===== src/rtl/instr_fetch_unit.sv =====
// Instruction fetch stage: owns the PC, issues word reads to instruction memory and
// captures each returned word into a registered IF/ID slot that decode drains with a
// valid/ready handshake. A redirect from execute reloads the PC. It also flushes the slot
// and discards any outstanding memory response.
//
// Optional feature macro: FETCH_JUMP_EN. When defined, j/jal words are still delivered,
// and the next fetch goes straight to the jump target.
//
// Ports:
//   clk, rst                   clock, asynchronous active-low reset
//   imem_req_valid/ready       fetch request handshake, imem_addr = current PC
//   imem_rsp_valid/data        returned instruction word (one per accepted request)
//   redirect_valid/pc          taken branch/jump target from execute
//   if_valid/ready             IF/ID slot handshake toward decode
//   if_inst, if_pc, if_pc4     slot contents
module instr_fetch_unit #(
  parameter logic [31:0] RESET_PC = 32'h0000_0000
) (
  input  logic        clk,
  input  logic        rst,
  output logic        imem_req_valid,
  input  logic        imem_req_ready,
  output logic [31:0] imem_addr,
  input  logic        imem_rsp_valid,
  input  logic [31:0] imem_rsp_data,
  input  logic        redirect_valid,
  input  logic [31:0] redirect_pc,
  output logic        if_valid,
  input  logic        if_ready,
  output logic [31:0] if_inst,
  output logic [31:0] if_pc,
  output logic [31:0] if_pc4
);

  typedef enum logic [1:0] {StIdle, StReq, StWait} state_e;

  state_e      state_q, state_d;
  logic [31:0] pc_q, pc_d;
  logic        drop_q, drop_d;
  logic        valid_q, valid_d;
  logic [31:0] inst_q, inst_d;
  logic [31:0] ipc_q, ipc_d;
  logic [31:0] ipc4_q, ipc4_d;

  logic        req_fire;
  logic        capture;
  logic [31:0] pc_plus4;
  logic [31:0] seq_pc;
  logic        unused_redirect_bits;

  assign unused_redirect_bits = ^redirect_pc[1:0];

  assign pc_plus4 = pc_q + 32'd4;

  // Only issue when the slot will be free to take the response.
  assign imem_req_valid = (state_q == StReq) && (!valid_q || if_ready);
  assign req_fire       = imem_req_valid && imem_req_ready;
  assign capture        = (state_q == StWait) && imem_rsp_valid && !drop_q && !redirect_valid;

  always_comb begin
    seq_pc = pc_plus4;
`ifdef FETCH_JUMP_EN
    // j (000010) and jal (000011) differ only in bit 26.
    if (imem_rsp_data[31:27] == 5'b00001) begin
      seq_pc = {pc_plus4[31:28], imem_rsp_data[25:0], 2'b00};
    end
`endif
  end

  always_comb begin
    state_d = state_q;
    pc_d    = pc_q;
    drop_d  = drop_q;
    valid_d = valid_q;
    inst_d  = inst_q;
    ipc_d   = ipc_q;
    ipc4_d  = ipc4_q;

    unique case (state_q)
      StIdle: state_d = StReq;
      StReq: begin
        if (req_fire) begin
          state_d = StWait;
          // A redirect racing the accept makes the response stale.
          drop_d  = redirect_valid;
        end
      end
      StWait: begin
        if (imem_rsp_valid) begin
          state_d = StReq;
          drop_d  = 1'b0;
        end else if (redirect_valid) begin
          drop_d  = 1'b1;
        end
      end
      default: state_d = StIdle;
    endcase

    if (capture) begin
      valid_d = 1'b1;
      inst_d  = imem_rsp_data;
      ipc_d   = pc_q;
      ipc4_d  = pc_plus4;
      pc_d    = seq_pc;
    end else if (valid_q && if_ready) begin
      valid_d = 1'b0;
    end

    // Redirect wins over everything, including a same-cycle decode handshake.
    if (redirect_valid) begin
      pc_d    = {redirect_pc[31:2], 2'b00};
      valid_d = 1'b0;
    end
  end

  always_ff @(posedge clk or negedge rst) begin
    if (!rst) begin
      state_q <= StIdle;
      pc_q    <= RESET_PC;
      drop_q  <= 1'b0;
      valid_q <= 1'b0;
      inst_q  <= 32'h0;
      ipc_q   <= 32'h0;
      ipc4_q  <= 32'h0;
    end else begin
      state_q <= state_d;
      pc_q    <= pc_d;
      drop_q  <= drop_d;
      valid_q <= valid_d;
      inst_q  <= inst_d;
      ipc_q   <= ipc_d;
      ipc4_q  <= ipc4_d;
    end
  end

  assign imem_addr = pc_q;
  assign if_valid  = valid_q;
  assign if_inst   = inst_q;
  assign if_pc     = ipc_q;
  assign if_pc4    = ipc4_q;

endmodule


===== config.mk =====
export PLATFORM = sky130hd
export DESIGN_NAME = instr_fetch_unit
export DESIGN_NICKNAME = d
export VERILOG_FILES = /design/src/rtl/instr_fetch_unit.sv
export SDC_FILE = /design/constraint.sdc
export NUM_CORES = 1
export LEC_CHECK = 0
export BUFFER_PORTS_ARGS = -buffer_cell sky130_fd_sc_hd__buf_2
export CAP_MARGIN = 20
export CORE_ASPECT_RATIO = 1.75
export CORE_MARGIN = 2
export CORE_UTILIZATION = 35
export DETAILED_ROUTE_END_ITERATION = 10
export GPL_ROUTABILITY_DRIVEN = 0
export GPL_TIMING_DRIVEN = 1
export PLACE_DENSITY_LB_ADDON = 0.25
export SLEW_MARGIN = 15
export SYNTH_ARGS = -nofsm -noshare
export SYNTH_HDL_FRONTEND = slang
export SYNTH_SLANG_ARGS = --single-unit

===== constraint.sdc =====
create_clock -name clk -period 3.9 [get_ports clk]
set_input_delay 0.78 -clock clk [delete_from_list [all_inputs] [get_ports clk]]
set_output_delay 0.78 -clock clk [all_outputs]
set_load 0.05 [all_outputs]

Word-level counts from Yosys, hierarchy flattened
Index checks and enable logic that the tools add are counted.

Bits in registers: 132. Bits in latches: 0. Memory bits (writable): 0. Memory bits (read-only): 0. Input bits: 70. Output and inout bits: 130. Logic and storage cells: 41. Memories kept: 0.

Add/sub/neg operators: 1. Multiply operators: 0. Divide/modulo/power cells: 0. Magnitude comparators: 0. Eq/ne operators: 5. Shift-type cells: 0. Muxes and demuxes: 12. Bitwise logic cells: 0. Reductions and logical operators: 16.

Operators with widths (number): 32-bit two-way mux (2); 32-bit by 3-bit adder with 32-bit output (second input constant) (1); 1-bit logical AND (6); 1-bit two-way mux (6); 2-bit case mux with 3 select lines (1); 2-bit two-way mux (2); 2-bit inequality test (second input constant) (2); 2-bit nonzero test (2); 1-bit zero test (3); 3-bit inequality test (second input constant) (1); 3-bit AND reduction (1); 3-bit nonzero test (1); 2-bit by 1-bit equality test with 1-bit output (second input constant) (1); 2-bit equality test (second input constant) (1); 2-bit zero test (1); 1-bit case mux with 2 select lines (1); 2-bit AND reduction (1); 1-bit logical OR (1).

Logic depth before layout (Yosys ltp)
Gate-level depths: netlist (run 1).

Depth after elaboration: 6. Depth in mapped cells: 8. Mapped depth without buffers: 6.

Least setup slack after synthesis (run 1)
No wires, ideal clock.

Kind: input -> output. Start: in if_ready. End: out imem_req_valid. Data arrival time: 1383 ps. Data required time: 3120 ps. Path slack: 1737 ps. Stages: 2. Path buffers: 0. Path through: nand2b_1 and3b_1.

Longest elaborated chain between the ends: 2.

RTL lines: start: declaration (RTL line 29) `input logic if_ready,`; 1-bit logical OR (RTL line 56) `assign imem_req_valid = (state_q == StReq) && (!valid_q || if_ready);`; 1-bit logical AND (RTL line 56); end: declaration (RTL line 21) `output logic imem_req_valid,`.

No other way between the ends.

Final worst setup path (run 1)
Start: reg state_q[0]. End: reg pc_q[21], in the netlist imem_addr[21].

Longest elaborated chain between the ends: 5.

RTL lines: start: declaration (RTL line 37) `state_e state_q, state_d;`; start signal: assignment (RTL line 118) `state_q <= StIdle;`; start signal: assignment (RTL line 126) `state_q <= state_d;`; 2-bit equality test (RTL line 58) `assign capture = (state_q == StWait) && imem_rsp_valid && !drop_q && !redirect_valid;`; 1-bit logical AND (3 in series) (RTL line 58); 2-bit nonzero test (no line); end signal: assignment (RTL line 127) `pc_q <= pc_d;`; end: declaration (RTL line 38) `logic [31:0] pc_q, pc_d;`.

No other way between the ends. A chain may end at the register's enable or synchronous reset.

==> results of run 1 <==
-- worst paths after layout --
path | from | end | slack (ns) | depth (start not counted)
min reg2reg | if_inst[14] | if_inst[14] | 0.47 | 2
max reg2reg | state_q[0] | imem_addr[21] | 1.52 | 5
max | state_q[0] | imem_addr[21] | 1.52 | 5
min | rst | if_inst[24] | 0.36 | 1
max in group asynchronous | rst | if_pc[22] | 2.74 | 2
min in group clk | if_inst[14] | if_inst[14] | 0.47 | 2
-- metal layers --
metal,vias to the layer above,wire [µm]
li1,2441,-
met1,2304,6700
met2,140,8110
met3,19,748
met4,0,327
met5,-,0
-- power groups by stage --
stage | Clock, µW | Combinational (µW) | Sequential (µW)
5_1_grt | 1850 | 2920 | 2120
6_report | 1760 | 2740 | 2050
3_5_place_dp | 0 | 2770 | 2080
2_1_floorplan | 0 | 551 | 3590
4_1_cts | 1800 | 2780 | 2060
3_3_place_gp | 0 | 2750 | 2060
-- cell families (layout without fill, tap and decap cells) --
kind of cell | count (synthesis) | after routing
xor gates and xnor gates | 57 | 57
and+or+nand+nor | 348 | 348
AOI/OAI and AO/OA | 65 | 65
muxes | 1 | 1
buffers and inverters | 56 | 230
other | 1 | 7
DFF | 126 | 126
adders and majority gates | 1 | 1
-- through the flow --
step	cells	hold slack (ns)	util, %
finish	1059	0.357	46.3
global route	1059	0.414	46.3
detailed placement	1026	0.457	42.3
floorplan	660	0.484	-
global placement	1026	0.452	42.3
CTS	1058	0.397	46.3
-- placed cells by master, fill, tap and decap left out, types with 3 or more instances in the layout --
cell,instances
sky130_fd_sc_hd__a21oi_1,3
sky130_fd_sc_hd__and4_1,5
sky130_fd_sc_hd__buf_2,190
sky130_fd_sc_hd__buf_4,3
sky130_fd_sc_hd__bufinv_16,5
sky130_fd_sc_hd__clkbuf_16,17
sky130_fd_sc_hd__clkinv_2,3
sky130_fd_sc_hd__clkinv_4,3
sky130_fd_sc_hd__conb_1,6
sky130_fd_sc_hd__dfrtp_1,126
sky130_fd_sc_hd__nand2_1,260
sky130_fd_sc_hd__nand2b_1,3
sky130_fd_sc_hd__nand3_1,8
sky130_fd_sc_hd__nand4_1,7
sky130_fd_sc_hd__nor2_1,15
sky130_fd_sc_hd__nor3_1,15
sky130_fd_sc_hd__nor4_1,4
sky130_fd_sc_hd__nor4_2,7
sky130_fd_sc_hd__o21ai_0,43
sky130_fd_sc_hd__o21ai_1,19
sky130_fd_sc_hd__xnor2_1,47
sky130_fd_sc_hd__xor2_1,10
-- state kept, by name, indices dropped and copies added (netlist names) --
| name | count |
|---|---|
| imem_addr | 30 |
| if_pc | 30 |
| state_q | 2 |
| if_inst | 32 |
| if_pc4 | 30 |
| drop_q | 1 |
| if_valid | 1 |
-- cell usage after synthesis, drive strengths merged (3+ instances only) --
master  count  share of area (%)
o21ai      62                5.3
nand4       9                1.2
nand2b      4               0.42
nand3      10                1.1
a21oi       3               0.25
xnor2      47                7.0
and4        7                1.1
buf        32                3.1
nor4       13                2.6
xor2       10                1.5
nor2       16                1.1
dfrtp     126                 54
nor3       16                1.4
nand2     262                 17
clkbuf     22                1.4
-- cell type report --
cell class              count  area (µm²)
flip-flops and latches    126        3150
multi-input cells         478        2500
repair buffers            196        1020
well taps                 224         280
diodes                      1        2.50
fillers                  1680        8830
clock inverters            14         215
clock buffers              18         439
inverters                   2        7.51
-- worst max-delay path, cell delays in order (launching register included) --
cell and delay, ns:
sky130_fd_sc_hd__dfrtp_1 0.45, sky130_fd_sc_hd__nand4bb_1 0.77, sky130_fd_sc_hd__buf_4 0.46, sky130_fd_sc_hd__nor4_2 0.33, sky130_fd_sc_hd__xnor2_1 0.17, sky130_fd_sc_hd__o21ai_1 0.07
==> impl.org, run 1 <==
** Synth
- The synthesized design contains ~130 register bits.
- Area share of xor/xnor cells in the synthesized design :: about 8.5%
- Count of flip-flops with a built-in enable after synthesis :: 0
- Yosys warning count :: 0
- Main combinational cell family by area after synthesis :: simple AND/OR/NAND/NOR gates
- Counting distinct cell types in the post-synthesis netlist gives 42.
- Synthesized area per cell :: 9.00 µm²
- Post-Synthesis Cells :: 655
- Sequential cells were found to cover a little over half of the synthesized design area.
- After Yosys synthesis, and, or, nand and nor cells account for between 20% and 30% of the synthesized area.
- Of the total synthesized cell area, the portion taken by full adders, half adders and majority gates is less than 1%.
- Proportion of register bits with asynchronous set or reset after synthesis :: between 90% and 100%
- Netlist area before placement :: roughly 0.006 mm²
- Of the post-synthesis cell area, the part taken by muxes is 0.170%.
- Summing the areas of all compound-gate instances in the mapped netlist gives 5.52% of the synthesized area.
- Predominant post-synthesis flop cell :: sky130_fd_sc_hd__dfrtp_1

** Power
- Power per cell area :: approximately 860 mW/mm²
- NetSw :: ~3000 µW
- Total design power :: roughly 6600 µW
- Max IR drop VDD :: 0.349 mV
- Combinational power share :: 41.9%
- Sequential share of power :: 31.3%
- Leakage dissipation :: roughly 0.0038 µW
- Cell internal power was estimated by the tool at roughly 3500 µW.
- The share of total power dissipated in the clock network is a little over a quarter.
- Share of total power consumed by net switching :: 46.8%

** Run
- Maximum capacitance violations :: 0

** Timing
- The number of max-slew violations in the final report came to 0.
- Max Clock Skew :: approximately 0.0088 ns
- Setup repair after global routing left no endpoint under its margin.
- The number of hold-slack violations in the final timing report came to 0.
- Final sum of negative setup slack :: 0 ns
- Timing would allow up to ~0.42 GHz.
- Worst slew margin relative to its limit :: a little over two fifths
- Setup violations remaining at the end of the flow were counted as 0.
- Shortest clock period the worst path allows after layout :: around 2.4 ns
- Worst-Margin Slew :: about 0.84 ns
- Final Worst Setup Slack :: around 1.5 ns
- Final period util :: around three fifths

** Setup path
- Critical path capture point type :: flop
- Largest fanout of any net on the critical path :: 9
- Startpoint Class :: flop
- Worst Path Required :: approximately 4.2 ns
- The critical path is of the reg -> reg type.
- Critical path data arrival time :: between 2 and 3 ns

** Drt
- For this block, the initial DRC count from the detailed router was 147.
- Routed Wire Length :: roughly 16000 µm
- The count of nets left with antenna violations once routing finished came out at 0.
- The first detailed-routing pass ran for 4 iterations.
- Routed wirelength normalized by instance count :: 15.0 µm
- The routed layout has 4904 vias.
- Routed vias/inst :: 4.63
- Number of design rule violations left after detail routing :: 0

** Placed design
- In this run the cell area measured after placement is a little under 0.007 mm².
- Count of input and output buffers :: 191
- Detailed placement finished with a half-perimeter wire length of between 10000 and 15000 µm.
- Worst slack after detailed placement :: 1.10 ns

** Final layout
- At the end of the flow, the number of nets in the layout was 892.
- Fraction of final layout cells with drive strength greater than 1 :: roughly 30%
- Once layout is done, the placed cells without fillers occupy around 0.0076 mm².
- Area Overhead vs Synth :: 29.3%

** Global route
- Met2 usage :: a little under a third
- Peak-usage layer in the global routing report :: met2
- Entering global routing, the biggest net connects 84 pins.
- Overflow after GRT :: 0
- The via count of the first global-routing pass came to ~4700.
- Met1 capacity usage during global routing :: around 22%
- GR Util met3 :: approximately 3.8%
- The initial antenna violation count was 1.
- Overall track demand over capacity in global routing :: 18.2%
- Global-route wire length before repair :: 25000 µm

** Clock tree
- Post-CTS Setup Bufs :: 0
- For the worst-skew pair, the clock arrives at the later sink with an insertion delay of a little over 0.4 ns.
- Once the clock tree was built, the resizer swapped 0 gates to a different size.
- Clk Tree Root Cell :: sky130_fd_sc_hd__clkbuf_16
- In this run the number of H-tree levels came out at 4.
- Total of hold buffers inserted after clock tree synthesis :: 0
- Clk sink count :: around 130
- The clock passes through at most 2 buffers.
- Clock-pin slew was measured on the worst setup and hold paths at ~0.060 ns.
- Clock tree from TritonCTS :: built
- Number of buffers added by the clock tree synthesis step :: 17

** Die
- The floorplan step set the die height to 176 µm.
- Once the floorplan was initialized, standard cells occupied ~36% of the core.
- Std cell rows :: 62
- The die covers 0.0179 mm².
- The die is a little over 100 µm wide.
- The total area inside the core boundary comes to about 0.016 mm².
- Boundary pin count :: 200

** Min path
- In this run the worst hold path is classified as in -> async.

** Status
- Outcome :: complete, no violations
(Power assumes the default switching activity.)
==> run 2: changes to the inputs <==
Clock period 3.9 ns to 2.2 ns, I/O delays scaled along.
==> run 2 against run 1 <==
Compared with the run above: the flow now finishes with violations (negative hold slack); register-to-register slack worse by 1.3 ns; combinational power rose by 83%; via count increased by 2.5%; critical path depth increased by 1; clock power rose by 45%; final cell count is 2.6% higher; fmax grew 23%; die area unchanged; count of clock-buffer cells in the layout up 1; total power is 70% higher; global-route usage increased by 0.57 points; critical path type unchanged; largest power group unchanged.
==> impl.org, run 2 (synthesis gave the netlist of run 1 again) <==
** Status
- Outcome :: complete, but fails checks
- The final reports fail on negative hold slack.

** Drt
- Routed vias/inst :: about 4.6
- In the routed design, unresolved DRC markers number 0.
- Number of optimization iterations in the first detailed-route pass :: 4
- In the final routed layout, each cell accounts on average for approximately 15 µm.
- For this block, the via count after detailed routing is 5027.
- Antenna viol nets, final :: 0
- For this block, the routed nets add up to 16200 µm of wire.
- The first routing iteration left 164 violations.

** Timing
- Clock skew on the completed layout was measured at ~0.012 ns.
- Fmax :: slightly above 0.5 GHz
- Of the available clock period, the critical path in the final layout requires around 88%.
- In the final timing run, aggregate negative setup slack is 0 ns.
- The clock period could shrink to just under 2 ns.
- Setup repair after global routing missed its margin :: false
- Final-report max-slew violation count :: 0
- Setup violations, final :: 0
- Hold timing on the final database bottoms out at a slack of -0.00408 ns.
- Final Worst Setup Slack :: ~0.26 ns
- Worst slew margin relative to its limit :: around 62%
- Hold Fails Final Rpt :: 1
- Worst-Margin Slew :: roughly 0.58 ns

** Global route
- Met2 usage :: about a third
- The via count of the first global-routing pass was about 4900.
- Maximum number of pins on one net before global-route repair :: 60
- For this run the aggregate overflow at the end of global routing stands at 0.
- The first global-routing pass estimated ~26000 µm of wire.
- GR Util met3 :: 3.82%
- Overall track demand over capacity in global routing :: between 10% and 20%
- Peak-usage layer in the global routing report :: met2
- Number of antenna violations at the first check in global routing :: 0
- Met1 capacity usage during global routing :: 22.3%

** Setup path
- CP Launch Point :: imem_addr[3]
- Worst Path Required :: 2.49 ns
- The worst setup path is of the reg -> reg kind.
- STA classifies the critical path endpoint as a flop.
- Capture point of the critical path :: imem_addr[26]
- STA classifies the critical path startpoint as a flop.
- For the worst flop-to-flop path, the logic depth is 6.
- Critical path data arrival time :: between 2 and 2.5 ns
- The worst register-to-register path begins at imem_addr[3].
- Largest fanout of any net on the critical path :: 8
- Endpoint of the worst-slack reg-to-reg timing path :: imem_addr[26]
- R2R Setup Slk :: ~0.26 ns

** Die
- Std cell rows :: between 60 and 70
- Horizontal die dimension :: 102 µm
- Vertical extent of the die :: around 180 µm
- The floorplan step defined a core boundary enclosing around 0.016 mm².
- Boundary pin count :: 200
- The die covers approximately 0.018 mm².
- The initial utilization of the core area, before any placement, comes to 35.8%.

** Final layout
- Compared with the post-synthesis result, the final layout area differs by 31.6%.
- In the layout the commonest cells are sky130_fd_sc_hd__nand2_1 (260), sky130_fd_sc_hd__buf_2 (190), sky130_fd_sc_hd__dfrtp_1 (126).
- Flip-flop count of the largest register, all copies and words added :: 32
- Fill cells in the final layout number between 1500 and 2000.
- For this run, the post-layout net count is a little over 900.
- After routing the design area is just under 0.008 mm².
- 0 antenna diodes ended up in the layout.
- Most common library cell in the layout ignoring fill and taps :: sky130_fd_sc_hd__nand2_1
- The post-route netlist has around 32% of its cells at a drive strength greater than 1.

** Placed design
- Worst slack after detailed placement :: 0.242 ns
- Cell area after placement :: around 0.0072 mm²
- The HPWL after detailed placement is about 12000 µm.
- Count of input and output buffers :: ~190

** Clock tree
- In this run, post-CTS hold repair placed 0 buffers.
- Post-CTS timing repair inserted 0 buffers for setup.
- Number of buffers added by the clock tree synthesis step :: 17
- The H-tree was split into 4 levels.
- Post-cts gate resize count :: 0
- Clock tree from TritonCTS :: built
- Clock tree synthesis found a total of 126 sinks.
- CTS placed an instance of sky130_fd_sc_hd__clkbuf_16 at the clock tree root.
- Clock network latency to the later pin of the worst-skew pair :: approximately 0.42 ns
- In this run the deepest clock path goes through 2 buffers.
- Clock-pin slew was measured on the worst setup and hold paths at around 0.06 ns.

** Power
- NetSw :: approximately 5400 µW
- Of the total power, the clock network draws between 20% and 30%.
- Leakage dissipation :: ~0.0039 µW
- P_int :: approximately 5700 µW
- Share of total power consumed by net switching :: 49.0%
- Sequential cells account for around a third of the total power.
- VDD sags by at most 0.686 mV.
- Combinational logic is responsible for approximately 45% of the overall power.
- In this run the power density over the cells is 1430 mW/mm².

** Run
- The tool flagged a number of max-cap violations equal to 0.

** Min path
- The path class of the tightest hold or removal check is in -> async.
run 2: metal layers:
layer	vias to the layer above	wire length, µm
met5	-	0
met4	0	442
met3	26	802
met2	150	8380
met1	2353	6610
li1	2498	-
run 2: power groups by stage:
| stage | Clock (µW) | Combinational (µW) | Sequential (µW) |
|---|---|---|---|
| after floorplan | 0 | 976 | 6360 |
| after global placement | 0 | 5020 | 3590 |
| after detailed placement | 0 | 5050 | 3610 |
| after CTS | 2620 | 5060 | 3570 |
| after global routing | 2710 | 5340 | 3690 |
| final | 2550 | 5010 | 3570 |
run 2: layout make-up:
| type | instances | area (µm²) | area share, % |
|---|---|---|---|
| Clock buffer | 19 | 443 | 5.71 |
| Clock inverter | 13 | 95.1 | 1.23 |
| Inverter | 2 | 7.51 | 0.0968 |
| Multi-Input combinational cell | 478 | 2500 | 32.2 |
| Sequential cell | 126 | 3150 | 40.7 |
| Tap cell | 224 | 280 | 3.61 |
| Timing Repair Buffer | 225 | 1280 | 16.5 |
run 2: how the worst min path moves through the flow:
stage,depth (start not counted),from,slack [ns],end
final,1,rst,-0.004,if_inst[24]
after global routing,1,rst,0.03,if_inst[27]
after CTS,1,rst,0.02,if_inst[24]
after detailed placement,2,if_inst[26],0.46,if_inst[26]
after global placement,2,if_pc[7],0.45,if_pc[7]
after floorplan,0,rst,0.14,drop_q
run 2: critical path, stage by stage, from the launching register on:
cell,delay (ns)
sky130_fd_sc_hd__dfrtp_1,0.44
sky130_fd_sc_hd__ha_1,0.24
sky130_fd_sc_hd__and3_1,0.30
sky130_fd_sc_hd__nand3_2,0.31
sky130_fd_sc_hd__nor4_2,0.29
sky130_fd_sc_hd__xnor2_1,0.16
sky130_fd_sc_hd__o21ai_1,0.07
run 2: per-stage QoR:
step | hold slack [ns] | instances | util [%] | total power (µW)
after floorplan | 0.144 | 660 | - | 7340
after global placement | 0.453 | 1055 | 43.9 | 8610
after detailed placement | 0.457 | 1055 | 43.9 | 8660
after CTS | 0.0157 | 1087 | 47.2 | 11300
after global routing | 0.0343 | 1087 | 47.2 | 11700
final | -0.00408 | 1087 | 47.2 | 11100
==> run 3: changes to the inputs <==
Settings changed: ABC_AREA set to 1.
==> run 3 against run 2 <==
Compared with the run above: the flow now finishes without violations; sequential share of layout area rose by 1.6 points; combinational power fell by 7.6%; wire length rose by 3.2%; area after synthesis fell by 2.3%; largest power group unchanged.
==> impl.org, run 3 <==
** Synth
- Summing the areas of all and, or, nand and nor instances in the mapped netlist gives between 30% and 40% of the synthesized area.
- Of the post-synthesis cell area, the part taken by muxes is 0%.
- Synthesized flop and latch total :: roughly 130
- Synthesized area per cell :: around 8 µm²
- Counting flops with a built-in enable in the synthesized netlist gives 0.
- Of all flip-flops after synthesis, the portion carrying an async set or reset was 100%.
- The Yosys step of the flow raised 0 warnings.
- Cell types occupying the most area after synthesis :: sky130_fd_sc_hd__dfrtp_1 (55%), sky130_fd_sc_hd__nand2_1 (22%), sky130_fd_sc_hd__nand3_1 (4.3%)
- Among all cell types in the netlist, the one instantiated most often is sky130_fd_sc_hd__nand2_1.
- Predominant post-synthesis flop cell :: sky130_fd_sc_hd__dfrtp_1
- By area, the combinational part of the netlist is dominated by simple AND/OR/NAND/NOR gates.
- After Yosys synthesis, full adders, half adders and majority gates account for 0.217% of the synthesized area.
- Compound-cell area share of the yosys netlist :: 5.04%
- Summed over all instances, the cell type with the most area after synthesis is sky130_fd_sc_hd__dfrtp_1.
- After synthesis the cells add up to approximately 0.0058 mm².
- After synthesis, the largest area contributor takes up 54.8% of total cell area.
- For this run, the register share of the synthesized area comes to a little over half.
- Commonest cells post-synth :: sky130_fd_sc_hd__nand2_1 (339), sky130_fd_sc_hd__dfrtp_1 (126), sky130_fd_sc_hd__inv_1 (53), sky130_fd_sc_hd__nand3_1 (50), sky130_fd_sc_hd__o21ai_0 (33)
- Of the total synthesized cell area, the portion taken by XOR and XNOR cells is 0.761%.
- Synth cell types :: 27
- Post-Synthesis Cells :: 718

** Power
- In this run the power density over the cells is ~1500 mW/mm².
- Leakage dissipation :: roughly 0.0042 µW
- Max IR drop VDD :: roughly 0.55 mV

** Final layout
- Number of nets in the finished design :: slightly below 1000
- Fin cells :: 1116
- # fillers :: roughly 1700
- The register with the most flip-flops in the layout has 32 of them.
- Footprint of the flip-flops and latches :: 0.00315 mm²
- Area of combinational cells with multiple inputs :: between 0.002 and 0.0025 mm²
- The number of antenna diodes in the final layout is 0.
- After routing the design area is 0.00746 mm².
- Leading cell types in the layout, fill and taps excluded :: sky130_fd_sc_hd__nand2_1 (339), sky130_fd_sc_hd__buf_2 (190), sky130_fd_sc_hd__dfrtp_1 (126)
- Area Overhead vs Synth :: 29.7%
- Share of the core filled with cells :: a little under half
- Most common library cell in the layout ignoring fill and taps :: sky130_fd_sc_hd__nand2_1
- Of the cells placed in the final design, the portion with a size suffix greater than 1 is about a quarter.

** Timing
- Setup repair after global routing left no endpoint under its margin.
- Max Clock Skew :: 0.00868 ns
- Final period util :: about four fifths
- The number of max-slew violations in the final report was 0.
- For this run, the top clock speed supported by timing is approximately 0.56 GHz.
- The worst path meets setup with between 0.4 and 0.5 ns of slack.
- Hold Fails Final Rpt :: 0
- Worst slew margin relative to its limit :: roughly three fifths
- Final sum of negative setup slack :: 0 ns
- The worst path in the final design needs a cycle of 1.79 ns, including I/O delays and setup.
- Setup violations, final :: 0
- At the pin with the least slew margin, the transition time is approximately 0.57 ns.

** Run
- The tool flagged a number of max-cap violations equal to 0.

** Die
- Once the floorplan was initialized, standard cells occupied approximately a third of the core.
- Vertical extent of the die :: between 150 and 200 µm
- Boundary pin count :: 200
- The die is between 100 and 150 µm wide.
- The die covers 0.0175 mm².
- Std cell rows :: 62
- The core region is ~0.016 mm².

** Global route
- The first global-routing pass estimated 26500 µm of wire.
- Overall track demand over capacity in global routing :: 19.8%
- Overflow after GRT :: 0
- Maximum number of pins on one net before global-route repair :: just under 70
- The via count of the first global-routing pass was approximately 5000.
- Number of antenna violations at the first check in global routing :: 0

** Placed design
- In this run the cell area measured after placement is about 0.007 mm².
- Timing analysis after detailed placement gives a worst setup slack of approximately 0.47 ns.
- The number of placed instances, taps included, is approximately 1100.
- Summed over all nets, the half-perimeter wirelength after detailed placement is 12100 µm.
- During placement, the flow inserted port buffers numbering between 150 and 200.

** Clock tree
- Post-CTS Setup Bufs :: 0
- Number of buffers added by the clock tree synthesis step :: 17
- At the later pin of the worst-skew pair, clock insertion delay measures ~0.41 ns.
- Register clock-pin slew on the reported worst setup and hold paths :: 0.05 ns
- The cell sitting at the root of the clock tree is a sky130_fd_sc_hd__clkbuf_16.
- The clock passes through at most 2 buffers.
- Clk sink count :: roughly 130
- Clock tree from TritonCTS :: built
- Number of levels in the clock H-tree :: 4

** Status
- Outcome :: complete, no violations

** Drt
- For this run, the detailed router's first-pass iteration total came to 4.
- Antenna viol nets, final :: 0
- In the routed design, unresolved DRC markers number 0.
- Routed Wire Length :: 16800 µm
- After the first detailed-routing iteration, the DRC count stood at 218.
- Routed vias/inst :: 4.62
- Count of vias placed by the detailed router :: ~5000
- After detailed routing, the average wire length per cell comes to about 15 µm.

** Min path
- Min-Delay Startpoint :: imem_rsp_data[13]
- The min-delay analysis places its worst path in the category in -> reg.

** Setup path
- Critical setup path kind :: reg -> out
- Critical path capture point type :: output port
- The worst setup path is launched from a flop.
- In this run the worst path has a maximum fanout of 2.
- The startpoint identified for the worst register-to-register timing path is imem_addr[3].
- Critical path data arrival time :: between 1 and 1.5 ns
- The critical path starts at state_q[1].
- STA puts the critical path data required time at roughly 1.8 ns.
==> run 3: changes by cell type after synthesis, sizes merged, moves of 9 or more <==
cell / delta
nor3: -16
nand2: +83
nor4: -13
xnor2: -45
clkbuf: -18
nand3: +41
nor2: +26
o21ai: -11
inv: +54
nand4: -9
==> run 3: cells by family after synthesis <==
group                      Yosys count
buffers and inverters               87
other                                1
xor gates and xnor gates             5
AOI/OAI and AO/OA                   56
DFF                                126
and+or+nand+nor                    442
adders and majority gates            1
==> run 3: power by group <==
| part | switching, µW | internal, µW |
|---|---|---|
| registers | 442 | 3060 |
| logic | 3670 | 967 |
| clock network | 1000 | 1800 |
| total | 5110 | 5820 |
==> run 3: area by class of cell <==
type	instances	area share, %
Clock buffer	23	6.13
Clock inverter	8	1.54
Inverter	56	2.83
Multi-Input combinational cell	510	29.4
Sequential cell	126	42.2
Tap cell	192	3.22
Timing Repair Buffer	201	14.6
==> run 3: critical path, cell delays in order (launching register included) <==
cell	delay, ns
sky130_fd_sc_hd__dfrtp_1	0.39
sky130_fd_sc_hd__nor2_1	0.14
sky130_fd_sc_hd__and2_1	0.15
sky130_fd_sc_hd__buf_2	0.26
==> run 3: stage by stage <==
| stage | hold WS, ns | total power, µW |
|---|---|---|
| after floorplan | 0.144 | 7010 |
| after global placement | 0.396 | 8170 |
| after detailed placement | 0.399 | 8210 |
| after CTS | 0.212 | 11100 |
| after global routing | 0.217 | 11500 |
| final | 0.229 | 10900 |
==> run 3: routing by layer <==
metal / vias to the layer above / wire length, µm / GRT usage, %
met5: - / 0 / 0
met4: 0 / 455 / 8.56
met3: 22 / 831 / 3.35
met2: 157 / 8910 / 34.9
met1: 2374 / 6560 / 23.2
li1: 2598 / - / -
==> run 3: repair_timing <==
item | 4_1_cts | 5_1_grt
hold endpoints to repair | 41 | 0
hold buffers | 1 | 0
resized for setup | 0 | 0
setup endpoints to repair | 0 | 0
==> run 3: path summary, 6_finish.rpt <==
| kind | end | slack, ns | cells past startpoint |
|---|---|---|---|
| max in group asynchronous | if_pc[25] | 1.01 | 3 |
| max | imem_req_valid | 0.41 | 3 |
| min reg2reg | if_pc[3] | 0.46 | 2 |
| min in group asynchronous | if_inst[8] | 0.52 | 2 |
| min | if_inst[13] | 0.23 | 3 |
| max reg2reg | imem_addr[16] | 0.47 | 8 |
